--- src/rtl/i2c_target_byte.sv ---
// Byte-level I2C target engine: address match, write-byte assembly and
// read-byte serialisation into the bit queue of the downstream bit-level MAC.
//
// Handshakes: every strobe output (i2c_tx_bit_valid_o, rx_valid_o, tx_ready_o,
// tx_underrun_o) is registered and lasts exactly one clk, one clk after the
// i2c_rx_bit_valid_i cycle that caused it; tx_data_i is taken only in a cycle
// where tx_ready_o is then pulsed, there is no backpressure on rx_data_o.
module i2c_target_byte #(
  parameter logic [6:0] TARGET_ADDR = 7'h42
) (
  input  logic       clk,
  input  logic       rst,
  input  logic       i2c_rx_bit_data_i,
  input  logic       i2c_rx_bit_valid_i,
  input  logic       i2c_bus_start_i,
  input  logic       i2c_bus_stop_i,
  output logic       i2c_tx_bit_data_o,
  output logic       i2c_tx_bit_valid_o,
  output logic [7:0] rx_data_o,
  output logic       rx_valid_o,
  input  logic [7:0] tx_data_i,
  input  logic       tx_valid_i,
  output logic       tx_ready_o,
  output logic       tx_underrun_o,
  output logic       addressed_o,
  output logic       rw_o,
  output logic [2:0] debug_state,
  output logic [3:0] debug_cnt
);

  typedef enum logic [2:0] {
    IDLE   = 3'd0,
    ADDR   = 3'd1,
    WDATA  = 3'd2,
    RDATA  = 3'd3,
    IGNORE = 3'd4
  } state_t;

  state_t     state;
  logic [3:0] cnt;
  logic [6:0] shreg;
  logic [7:0] tx_byte;
  logic       tx_filler;

  logic [7:0] byte_in;
  logic [7:0] fetch_byte;
  logic [2:0] rd_idx;
  logic [3:0] cnt_next;

  always_comb begin
    byte_in    = {shreg, i2c_rx_bit_data_i};
    fetch_byte = tx_valid_i ? tx_data_i : 8'hFF;
    rd_idx     = 3'd6 - cnt[2:0];
    cnt_next   = (cnt == 4'd8) ? 4'd0 : cnt + 4'd1;
  end

  assign debug_state = state;
  assign debug_cnt   = cnt;

  always_ff @(posedge clk or posedge rst) begin
    if (rst) begin
      state              <= IDLE;
      cnt                <= 4'd0;
      shreg              <= 7'd0;
      tx_byte            <= 8'd0;
      tx_filler          <= 1'b0;
      i2c_tx_bit_data_o  <= 1'b0;
      i2c_tx_bit_valid_o <= 1'b0;
      rx_data_o          <= 8'd0;
      rx_valid_o         <= 1'b0;
      tx_ready_o         <= 1'b0;
      tx_underrun_o      <= 1'b0;
      addressed_o        <= 1'b0;
      rw_o               <= 1'b0;
    end else begin
      i2c_tx_bit_valid_o <= 1'b0;
      rx_valid_o         <= 1'b0;
      tx_ready_o         <= 1'b0;
      tx_underrun_o      <= 1'b0;
      if (i2c_bus_start_i) begin
        state       <= ADDR;
        cnt         <= 4'd0;
        addressed_o <= 1'b0;
      end else if (i2c_bus_stop_i) begin
        state       <= IDLE;
        cnt         <= 4'd0;
        addressed_o <= 1'b0;
      end else if (i2c_rx_bit_valid_i && state != IDLE) begin
        cnt <= cnt_next;
        case (state)
          ADDR: begin
            if (cnt != 4'd8) shreg <= byte_in[6:0];
            if (cnt == 4'd7) begin
              if (shreg == TARGET_ADDR) begin
                i2c_tx_bit_data_o  <= 1'b0;
                i2c_tx_bit_valid_o <= 1'b1;
                addressed_o        <= 1'b1;
                rw_o               <= i2c_rx_bit_data_i;
              end else begin
                state <= IGNORE;
              end
            end else if (cnt == 4'd8) begin
              if (!rw_o) begin
                state <= WDATA;
              end else begin
                // First read byte: its MSB must be queued during the address ACK slot.
                tx_byte            <= fetch_byte;
                tx_filler          <= !tx_valid_i;
                tx_ready_o         <= tx_valid_i;
                tx_underrun_o      <= !tx_valid_i;
                i2c_tx_bit_data_o  <= fetch_byte[7];
                i2c_tx_bit_valid_o <= tx_valid_i;
                state              <= RDATA;
              end
            end
          end
          WDATA: begin
            if (cnt != 4'd8) shreg <= byte_in[6:0];
            if (cnt == 4'd7) begin
              rx_data_o          <= byte_in;
              rx_valid_o         <= 1'b1;
              i2c_tx_bit_data_o  <= 1'b0;
              i2c_tx_bit_valid_o <= 1'b1;
            end
          end
          RDATA: begin
            // Filler 0xFF bytes are never queued; the MAC releases SDA to 1 anyway.
            if (cnt <= 4'd6) begin
              i2c_tx_bit_data_o  <= tx_byte[rd_idx];
              i2c_tx_bit_valid_o <= !tx_filler;
            end else if (cnt == 4'd8) begin
              if (!i2c_rx_bit_data_i) begin
                tx_byte            <= fetch_byte;
                tx_filler          <= !tx_valid_i;
                tx_ready_o         <= tx_valid_i;
                tx_underrun_o      <= !tx_valid_i;
                i2c_tx_bit_data_o  <= fetch_byte[7];
                i2c_tx_bit_valid_o <= tx_valid_i;
              end else begin
                state       <= IGNORE;
                addressed_o <= 1'b0;
              end
            end
          end
          default: ;
        endcase
      end
    end
  end

endmodule
--- config.mk ---
export PLATFORM = sky130hd
export DESIGN_NAME = i2c_target_byte
export DESIGN_NICKNAME = d
export VERILOG_FILES = /design/src/rtl/i2c_target_byte.sv
export SDC_FILE = /design/constraint.sdc
export NUM_CORES = 1
export LEC_CHECK = 0
export BUFFER_PORTS_ARGS = -buffer_cell sky130_fd_sc_hd__clkbuf_2
export CORE_ASPECT_RATIO = 0.5
export CORE_MARGIN = 5
export CORE_UTILIZATION = 38
export DETAILED_ROUTE_END_ITERATION = 6
export PLACE_DENSITY_LB_ADDON = 0.25
export SLEW_MARGIN = 5
export SYNTH_ARGS = -nofsm -noshare
export SYNTH_HDL_FRONTEND = slang
export SYNTH_SLANG_ARGS = --single-unit
--- constraint.sdc ---
create_clock -name clk -period 2.1 [get_ports clk]
set_input_delay 0.21 -clock clk [delete_from_list [all_inputs] [get_ports clk]]
set_output_delay 0.21 -clock clk [all_outputs]
set_load 0.02 [all_outputs]
After elaboration in Yosys (flattened, before gate mapping)
Cells that the tools add are included.

word-level totals
  word-level logic and storage cells = 143
  output and inout port bits = 22
  flip-flop bits (word level) = 38
  input bits = 15

cells by class
  reductions and logical operators = 16
  add/sub/neg operators = 2
  bitwise gates (word level) = 2
  equality and inequality tests = 26
  order comparisons = 2
  mux-type cells = 82

operator list
  operator                                                                          count
  8-bit two-way mux                                                                 7
  1-bit two-way mux                                                                 53
  3-bit two-way mux                                                                 9
  4-bit inequality test, second input constant                                      6
  10-bit AND reduction                                                              2
  4-bit two-way mux                                                                 4
  8-bit one-hot mux with 2 select lines                                             1
  3-bit inequality test, second input constant                                      5
  2-bit inequality test, second input constant                                      7
  7-bit AND reduction                                                               2
  5-bit inequality test, second input constant                                      2
  5-bit AND reduction                                                               2
  3-bit nonzero test                                                                3
  1-bit one-hot mux with 2 select lines                                             4
  7-bit equality test, second input constant                                        1
  3-bit by 2-bit equality test with 1-bit output, second input constant             2
  1-bit one-hot mux with 3 select lines                                             2
  3-bit one-hot mux with 2 select lines                                             1
  6-bit AND reduction                                                               1
  4-bit by 1-bit adder with 4-bit output, second input constant                     1
  4-bit by 3-bit equality test with 1-bit output, second input constant             1
  4-bit equality test, second input constant                                        1
  4-bit by 3-bit less-or-equal comparator with 1-bit output, second input constant  1
  3-bit by 4-bit < comparator with 1-bit output, second input constant              1
  other kinds (9)                                                                   11

Longest topological paths before layout
  depth in word-level cells = 8
  gate-level depth with buffers = 8
  depth with buffers taken out = 7

Worst setup path before layout
OpenSTA, ideal clock, no wires.

  path kind = reg-to-reg
  from = register cnt[0] (netlist: debug_cnt[0])
  to = register tx_byte[7]
  slack = 0.030 ns
  data arrival time = 1.946 ns
  clock period less this slack = 2.070 ns
  cell stages (with the launch flop) = 7
  buffers on the path = 0
  cells stage by stage = dfrtp_1 > inv_1 > ha_1 > and3b_1 > o21ai_2 > nor4_4 > mux2_2

between the ends
  cells in the longest elaborated chain, start to end = 3

RTL lines
  element                                                                                  RTL line  text
  start: declaration                                                                       40        logic [3:0] cnt;
  start signal: assignment                                                                 89        cnt <= cnt_next;
  4-bit by 3-bit less-or-equal comparator with 1-bit output, or another cell as far along  128       if (cnt <= 4'd6) begin
  2-bit inequality test (no line)                                                          n/a
  10-bit AND reduction (no line) *                                                         n/a
  end signal: assignment                                                                   107       tx_byte <= fetch_byte;
  end signal: assignment                                                                   133       tx_byte <= fetch_byte;
  end: declaration                                                                         42        logic [7:0] tx_byte;

Mark *: on every way between the ends. The rest lies on a longest branch, timed or not.
A chain may end at the register's enable or synchronous reset.

Final worst setup path
  from = register cnt[0] (netlist: debug_cnt[0])
  to = register i2c_tx_bit_data_o

between the ends
  cells in the longest elaborated chain, start to end = 5

RTL lines
  element                                    RTL line  text
  3-bit subtractor                           53        rd_idx = 3'd6 - cnt[2:0];
  1-bit binary-select mux with 3-bit select  129       i2c_tx_bit_data_o <= tx_byte[rd_idx];
  1-bit two-way mux (implied by the code)    129
  1-bit two-way mux                          128
  1-bit one-hot mux with 3 select lines      90        case (state)
  end signal: assignment                     111       i2c_tx_bit_data_o <= fetch_byte[7];
  end signal: assignment                     129
  end signal: assignment                     137       i2c_tx_bit_data_o <= fetch_byte[7];
  end: declaration                           17        output logic i2c_tx_bit_data_o,

Several ways; a longest one is shown, not always the timed one. The select of a mux whose other input is x is not followed.

==> results.md <==
- Status: finished, final reports clean
- Reg2Reg Setup Slack: 0.18 ns
- Vias: 1430
- Fin crit period: 1.92 ns
- Number of synthesized register bits: 38
- Met1 usage: 17.9%
- CP Cell Sequence: inv_1 -> ha_1 -> mux4_2 -> mux2i_1 -> nor4_1 -> a21oi_1 -> mux2i_1
- Layout net count: 239
- GPL Wtd Cong: 0.782
- Synthesized instance count: 181
- Post-CTS setup repair buffer count: 0
- Clock latency on the worst-skew pair: 0.28 ns
- Clk pin slew, worst setup/hold paths: 0.08 ns
- WL final: 4.00 mm
- Fin. Hold Viols: 0
- Starting DRC count in detailed routing: 97
- Clock tree buffer depth: 2
- Avg Cell Area, Syn: 10.8 sq um
- Drt drc: 0
- Crit. Startpoint: debug_cnt[0]
- Total negative slack: 0 ns
- Met3 Usage GRT: 4.08%
- Cell leakage power: 1.16 nW
- Gr usage total: 13.3%
- Sw frac: 24.1%
- P&R area growth vs syn: 18.7%
- Clock Tree Root: clkbuf_8
- EDFF count, synth: 0
- Num ports: 37
- Die ar.: 6770 sq um
- DIE WIDTH: 111 um
- CTS tree: yes
- Layout cells sized above 1: 35.6%
- Post-route clock skew: 0.00716 ns
- Port buffer count: 36
- Crit-path max FO: 6
- RSZ-0062 raised after global routing: false
- Achievable Freq: 520 MHz
- Critical path's largest stage delay: 0.51 ns
- Cell Area, Synth: 1960 sq um
- Post-Synthesis Net Count: 199
- Crit path max-delay family: multiplexers
- GRT overflow: 0
- Post-synth ARST share: 100%
- CP Capture Type: register
- RR Endpoint: i2c_tx_bit_data_o
- Max-Cap Viols: 0
- DR vias/cell: 4.90
- Antenna diodes: 0
- Global-route wire length before repair: 7.11 mm
- Critical-path top delay cell: mux4_2
- Core footprint: 4950 sq um
- H-tree depth: 2
- VDD IR max: 0.281 mV
- CTS buffer count: 5
- Worst EP arrival: 2.07 ns
- Slew @ Worst Pin: 0.470 ns
- Clock Sinks: 38
- Crit share post-route: 91.5%
- Initial antenna violation count: 0
- First drt pass iteration count: 4
- Pin count of the biggest net entering global routing: 39
- Internal power: 1.21 mW
- Initial core utilization: 39.5%
- Vias in the first global route: 1442
- Final setup viols: 0
- Post-synthesis sequential area ratio: 48.6%
- Clk pwr share: 37.7%
- GR peak layer: met2
- M2 GR Usage: 21.4%
- Pwr dens: 688 nW/um^2
- Critical path class: reg2reg
- Gate power share: 11.2%
- Max-slew violations: 0
- Slew headroom: 68.7%
- Flop pwr share: 51.1%
- Startpoint types: register
- Antenna viol nets, final: 0
- Cell Rows: 18
- R2R cell count: 7
- Post-DR wirelength/cell: 13.7 um
- Reg-to-reg critical path startpoint: debug_cnt[0]
- Die Ht: 60.7 um
- Switching power: 0.385 mW
- Most Frequent Cell on Critical Path: mux2i_1
- Post-synth top flop: dfrtp_1
- Worst min path class: in2async
- Dpl hpwl: 3.03 mm
- Critical Path RT: 2.25 ns
- Buf+Inv Stages, Crit Path: 1
- CTS Hold Bufs: 0
- Unique cell type count in the Yosys netlist: 48
- Hold_ws: 0.00852 ns
- Synth warn: 0
- Cells resized by post-CTS repair: 0
==> worst min-delay path, stage by stage <==
cell	delay, ns
clkbuf_2	0.08
inv_1	0.04
buf_4	0.41
==> cell families (layout without fill, tap and decap cells) <==
group	count (synthesis)	after routing	synth area share, %
buffers and inverters	23	64	5.18
AO/OA/AOI/OAI	36	36	11.8
adder cells (fa/ha/maj)	3	3	1.92
AND/OR/NAND/NOR	58	58	18.4
multiplexers	22	22	13.6
flip-flops	38	38	48.6
XOR/XNOR	1	1	0.448
==> cell type report <==
cell class | count | area, sq um
repair buffers | 40 | 210
inverters | 16 | 60.1
fillers | 488 | 2630
well taps | 70 | 87.6
clock buffers | 7 | 76.3
flip-flops and latches | 38 | 953
multi-input cells | 120 | 905
clock inverters | 1 | 30.0
==> per-stage QoR <==
stage	setup WS (ns)	cells	util, %	area, sq um	total power [mW]
2_1_floorplan	0.0297	181	-	1960	0.950
3_3_place_gp	0.205	284	44.7	2210	1.01
3_5_place_dp	0.112	284	44.7	2210	1.01
4_1_cts	0.0979	292	46.8	2320	1.62
5_1_grt	0.0194	292	46.9	2320	1.68
6_report	0.179	292	46.9	2320	1.60
==> state kept, by name, summed over array words and instances, names as in the netlist, 3 cells and up <==
register	flops
debug_state	3
debug_cnt	4
shreg	7
tx_byte	8
rx_data_o	8
==> Yosys cell counts (2+ instances only) <==
master | number | share of area, %
a211oi_1 | 2 | 0.77
nor4_1 | 3 | 0.96
buf_2 | 2 | 0.51
mux4_2 | 2 | 2.3
nor2_1 | 21 | 4.0
a31o_2 | 2 | 0.90
dfrtp_1 | 38 | 49
a21oi_1 | 11 | 2.8
o21ai_0 | 5 | 1.3
ha_1 | 3 | 1.9
inv_1 | 16 | 3.1
mux2i_1 | 3 | 1.5
nand3b_2 | 2 | 1.2
mux2_2 | 17 | 9.8
nor3_1 | 2 | 0.51
a31oi_1 | 7 | 2.2
a21o_1 | 2 | 0.77
nand2b_1 | 3 | 0.96
nand2_1 | 6 | 1.2
and3b_1 | 3 | 1.3
nor2b_1 | 3 | 0.96
nand3_1 | 2 | 0.51
==> worst max path at each step <==
stage                                   end  slack (ns)  depth (start not counted)
final                     i2c_tx_bit_data_o        0.18                          7
after global routing            addressed_o        0.02                          7
after CTS                 i2c_tx_bit_data_o         0.1                          7
after detailed placement  i2c_tx_bit_data_o        0.11                          7
after global placement    i2c_tx_bit_data_o        0.21                          7
after floorplan                  tx_byte[7]        0.03                          6
==> placed cells by master, fill, tap and decap left out, types with 3 or more instances in the layout <==
master	instances
nor2b_1	3
nand2_1	6
ha_1	3
a21oi_1	11
a31oi_1	7
mux2_2	17
clkbuf_8	5
buf_4	4
o21ai_0	5
dfrtp_1	36
inv_1	16
nor2_1	21
and3b_1	3
mux2i_1	3
nand2b_1	3
nor4_1	3
clkbuf_2	36
==> routing by layer <==
metal  vias up  share of wire [%]  wire length (um)
met5         -                  0                 0
met4         0               0.72                29
met3         4                4.0               160
met2        31                 47              1870
met1       678                 49              1940
li1        717                  -                 -
==> power groups by stage <==
| stage | Combinational (mW) | Sequential, mW | Clock (mW) |
|---|---|---|---|
| floorplan | 0.120 | 0.830 | 0 |
| global placement | 0.177 | 0.831 | 0 |
| detailed placement | 0.181 | 0.832 | 0 |
| CTS | 0.182 | 0.818 | 0.621 |
| global route | 0.201 | 0.828 | 0.651 |
| finish | 0.178 | 0.817 | 0.602 |
Note: power is estimated with default switching activity, not from simulation.
